--- config.mk ---
export PLATFORM = sky130hd
export DESIGN_NAME = wb_port_arbiter
export DESIGN_NICKNAME = d
export VERILOG_FILES = /design/src/rtl/wb_port_arbiter.sv
export SDC_FILE = /design/constraint.sdc
export NUM_CORES = 1
export LEC_CHECK = 0
export CORE_ASPECT_RATIO = 1.5
export CORE_MARGIN = 2
export CORE_UTILIZATION = 41
export CTS_BUF_LIST = sky130_fd_sc_hd__clkbuf_8
export CTS_CLUSTER_SIZE = 10
export DETAILED_ROUTE_END_ITERATION = 16
export PLACE_DENSITY = 0.79
export SLEW_MARGIN = 10
export SYNTH_ARGS = -nofsm -noshare
export SYNTH_HDL_FRONTEND = slang
export SYNTH_SLANG_ARGS = --single-unit
--- constraint.sdc ---
create_clock -name clk -period 4 [get_ports clk]
set_input_delay 1.2 -clock clk [delete_from_list [all_inputs] [get_ports clk]]
set_output_delay 1.2 -clock clk [all_outputs]
set_load 0.01 [all_outputs]
--- src/rtl/wb_port_arbiter.sv ---
// rtl/wb_port_arbiter.sv - register-file write port arbiter: pipeline writeback vs mul/div result
module wb_port_arbiter #(
  parameter int STARVE_LIMIT = 4
) (
  input  logic        clk,
  input  logic        rst,
  input  logic        pipe_we,
  input  logic [4:0]  pipe_addr,
  input  logic [31:0] pipe_data,
  input  logic        md_valid,
  output logic        md_ready,
  input  logic [4:0]  md_addr,
  input  logic [31:0] md_data,
  output logic        pipe_stall,
  output logic        rf_we,
  output logic [4:0]  rf_waddr,
  output logic [31:0] rf_wdata,
  output logic        proto_err
);

  localparam logic [1:0] IDLE  = 2'd0;
  localparam logic [1:0] WAIT  = 2'd1;
  localparam logic [1:0] FORCE = 2'd2;

  localparam logic [3:0] LIMIT = 4'(STARVE_LIMIT);

  logic [1:0] state;
  logic [1:0] state_nxt;
  logic [3:0] wcnt;
  logic [3:0] wcnt_nxt;
  logic [3:0] wcnt_inc;
  logic       err_set;
  logic       pipe_req;
  logic       xfer;
  logic       blocked;

  // Writes to x0 are dropped so they never steal the port from mul/div.
  assign pipe_req = pipe_we && (pipe_addr != 5'd0);
  assign md_ready = !pipe_req;
  assign xfer     = md_valid && md_ready;
  assign blocked  = md_valid && !md_ready;
  assign wcnt_inc = wcnt + 4'd1;

  always_comb begin
    state_nxt = state;
    wcnt_nxt  = wcnt;
    err_set   = 1'b0;
    case (state)
      IDLE: begin
        if (blocked) begin
          wcnt_nxt  = 4'd1;
          state_nxt = (LIMIT == 4'd1) ? FORCE : WAIT;
        end
      end
      WAIT: begin
        if (xfer) begin
          state_nxt = IDLE;
          wcnt_nxt  = 4'd0;
        end else if (blocked) begin
          wcnt_nxt = wcnt_inc;
          if (wcnt_inc == LIMIT) state_nxt = FORCE;
        end else begin
          // md_valid withdrawn before it was accepted
          err_set   = 1'b1;
          state_nxt = IDLE;
          wcnt_nxt  = 4'd0;
        end
      end
      FORCE: begin
        if (xfer) begin
          state_nxt = IDLE;
          wcnt_nxt  = 4'd0;
        end else if (blocked) begin
          // pipeline ignored the stall; it still wins and the bubble is retried
          err_set = 1'b1;
        end else begin
          err_set   = 1'b1;
          state_nxt = IDLE;
          wcnt_nxt  = 4'd0;
        end
      end
      default: begin
        state_nxt = IDLE;
        wcnt_nxt  = 4'd0;
      end
    endcase
  end

  always_ff @(posedge clk) begin
    if (rst) begin
      state      <= IDLE;
      wcnt       <= 4'd0;
      pipe_stall <= 1'b0;
      proto_err  <= 1'b0;
    end else begin
      state      <= state_nxt;
      wcnt       <= wcnt_nxt;
      pipe_stall <= (state_nxt == FORCE);
      if (err_set) proto_err <= 1'b1;
    end
  end

  always_ff @(posedge clk) begin
    if (rst) begin
      rf_we    <= 1'b0;
      rf_waddr <= 5'd0;
      rf_wdata <= 32'd0;
    end else if (pipe_req) begin
      rf_we    <= 1'b1;
      rf_waddr <= pipe_addr;
      rf_wdata <= pipe_data;
    end else if (xfer && (md_addr != 5'd0)) begin
      rf_we    <= 1'b1;
      rf_waddr <= md_addr;
      rf_wdata <= md_data;
    end else begin
      rf_we <= 1'b0;
    end
  end

endmodule

==> flow_metrics.py <==
metrics = {
    "clocking": {
        "cts-hold-fix-buffers": 0,
        "cts_buffer_depth": 2,
        "root_buffer": "clkbuf_8",
        "path_clk_slew_ns": 0.08,
        "clock_latency_ns": 0.30,
        "numCtsBuffers": 5,
        "cts.htree.levels": 2,
        "cts.sinks": 46,
        "tritoncts": "done",
    },
    "placed_design": {
        "portBuffers": 118,
        "dp_hpwl_mm": 4.386,
        "dpl-instance-area_um2": 3545,
        "dp.cells": 417,
        "gp_congestion": 0.7722,
    },
    "critical_path": {
        "path_buf_inv": 2,
        "crit_fanout": 2,
        "start_kind": "input pin",
        "critPathMaxStageDelay_ns": 0.57,
        "cp_top_family": "buffers and inverters",
        "cp.arrival_ns": 2.63,
        "cp-end-kind": "output port",
        "cp_slowest_cell": "or4_4",
        "crit_type": "in -> out",
        "required_ns": 2.80,
        "cp_cell_sequence": "clkdlybuf4s50_1 > or4_4 > o21ai_4 > dlygate4sd2_1",
    },
    "power_and_ir_drop": {
        "power.share.sequential_pct": 46.8,
        "p_comb_share_pct": 26.4,
        "clkPwrFrac_pct": 26.8,
        "cellPowerDensity_nw_per_um2": 297.5,
        "switching_share_pct": 26.35,
        "p_leak_nw": 1.410,
        "vdd_drop_max_uv": 171.1,
        "total_power_mw": 1.081,
        "switching_power_mw": 0.2849,
        "p_int_mw": 0.7965,
    },
    "route": {
        "drtAntennaViolNets": 0,
        "wl_mm": 6.010,
        "viasPerCell": 5.139,
        "wl_per_cell_um": 14.14,
        "drc": 0,
        "drtIter0Drc": 67,
        "num_vias": 2184,
        "dr.pass1.iters": 4,
    },
    "floorplan": {
        "die_w_um": 65.78,
        "rows": 33,
        "die_h_um": 96.67,
        "core_area_um2": 5492,
        "initial_core_util_pct": 42.74,
        "ios": 119,
        "dieArea_um2": 6359,
    },
    "grt": {
        "grt_usage_pct": 19.34,
        "grt_pass1_vias": 2094,
        "antenna_found_initial": 0,
        "grt_max_degree": 77,
        "overflow": 0,
        "grt_pass1_wl_mm": 9.749,
    },
    "finish": {
        "nFillCells": 472,
        "syn_to_final_growth_pct": 54.85,
        "fin_cells": 425,
        "diodes": 0,
        "final_nets": 438,
        "multi_input_area_um2": 1300,
        "layout-drive-gt1-share_pct": 11.27,
        "seq_area_um2": 920.9,
        "fin_area_um2": 3635,
    },
    "synthesis": {
        "syn_area_um2": 2347,
        "syn_avg_cell_area_um2": 9.620,
        "ys_seq_area_share_pct": 39.23,
        "yosys_register_bits": 46,
        "yosys_warnings": 0,
        "ys_async_sr_fraction_pct": 0,
        "syn-num-nets": 328,
        "synthFlopType": "dfxtp_1",
        "synthesis.instances": 244,
        "ys_types": 39,
        "synth_edf_count": 0,
    },
    "timing": {
        "fin_crit_ns": 3.832,
        "setup_tns_ns": 0,
        "finalCritPeriodShare_pct": 95.80,
        "rsz0062_at_grt": "false",
        "final-hold-violation-count": 0,
        "slew-limit-headroom_pct": 42.98,
        "tightestPinTransition_ns": 0.8553,
        "hold_slack_ns": 0.4863,
        "fin_skew_ns": 0.005138,
        "slew_violations": 0,
        "fmax_ghz": 0.2610,
        "setup_violations": 0,
    },
    "job": {
        "drv_cap": 0,
    },
    "run_status": {
        "outcome": "finished clean",
    },
    "worst_hold_path": {
        "hold_path.class": "reg -> reg",
    },
}
## worst register-to-register path: cells and delay by family (launching register included)
family | cells | cell delay [ns]
fa+ha+maj | 1 | 0.24
compound gates | 3 | 0.58
flops | 1 | 0.43
simple gates | 2 | 0.48
## metrics by stage
stage	setup slack, ns	util [%]
after floorplan	0.4230	-
after global placement	-0.08359	64.55
after detailed placement	-0.09666	64.55
after CTS	0.1666	66.19
after global routing	0.1276	66.19
final	0.1680	66.19
## power groups by stage
stage	sequential [mW]	clock [mW]	combinational [mW]
2_1_floorplan	0.531	0	0.119
3_3_place_gp	0.516	0	0.283
3_5_place_dp	0.518	0	0.287
4_1_cts	0.507	0.301	0.288
5_1_grt	0.511	0.318	0.308
6_report	0.507	0.290	0.285
## cell families after synthesis
logic type	count (synthesis)	synth area share [%]
AO/OA/AOI/OAI	59	22.71
adder cells (fa/ha/maj)	6	3.198
buffers and inverters	26	6.183
flip-flops	46	39.23
multiplexers	33	14.13
AND/OR/NAND/NOR	74	14.55
## metal layers
metal / vias up / track usage (%) / wire, µm
met5: - / 0 / 0
met4: 0 / 7.532 / 155
met3: 12 / 5.000 / 399
met2: 75 / 33.49 / 3073
met1: 998 / 22.00 / 2381
li1: 1099 / - / -
## flip-flops by register name (all words and copies together) (netlist names)
signal and cells:
wcnt 4, rf_waddr 5, rf_wdata 32, pipe_stall 1
proto_err 1, state 2, rf_we 1
## synthesized netlist by cell type (2+ instances only)
cell type	number	area share, %
mux2i_1	32	14
buf_8	2	1.3
a311oi_1	4	1.5
nor2_1	43	6.9
clkbuf_1	8	1.3
or4_1	2	0.64
o21ai_0	2	0.43
dfxtp_1	46	39
a21oi_1	8	1.7
buf_2	8	1.7
buf_6	2	0.96
nand2b_1	2	0.53
a211oi_1	14	4.5
a211oi_2	20	11
inv_1	6	0.96
ha_1	6	3.2
nor2b_1	5	1.3
nand2_1	13	2.1
## area by class of cell
cell class	count	area share, %
well taps	70	2.410
clock inverters	2	0.2410
inverters	6	0.6196
flip-flops and latches	46	25.34
multi-input cells	172	35.77
repair buffers	123	33.36
clock buffers	6	2.272
## layout by cell type, fill, tap and decap left out, drive strengths merged, types with 2 or more instances in the layout
master | Yosys | layout
buf | 12 | 6
dfxtp | 46 | 46
a311oi | 4 | 4
clkbuf | 8 | 6
nand2b | 2 | 2
or4 | 3 | 3
a211oi | 34 | 34
o21ai | 4 | 4
nor2b | 5 | 5
nor2 | 44 | 44
ha | 6 | 6
a21oi | 8 | 8
nand2 | 13 | 13
clkdlybuf4s50 | 0 | 116
inv | 6 | 7
mux2i | 32 | 32
## timing repair
action                     4_1_cts  5_1_grt
gates resized for setup          1        0
setup buffers                    0        0
setup endpoints to repair        1        0
## worst paths after layout
kind / end / startpoint / slack, ns / cells after the start
hold reg to reg: rf_waddr[3]$_SDFFE_PP0P_ / rf_waddr[3]$_SDFFE_PP0P_ / 0.49 / 2
setup reg to reg: pipe_stall$_SDFF_PP0_ / wcnt[0]$_SDFFE_PP0P_ / 2.20 / 6
hold / removal: rf_waddr[3]$_SDFFE_PP0P_ / rf_waddr[3]$_SDFFE_PP0P_ / 0.49 / 2
setup / recovery: md_ready / pipe_addr[1] / 0.17 / 4
(Power assumes the default switching activity.)
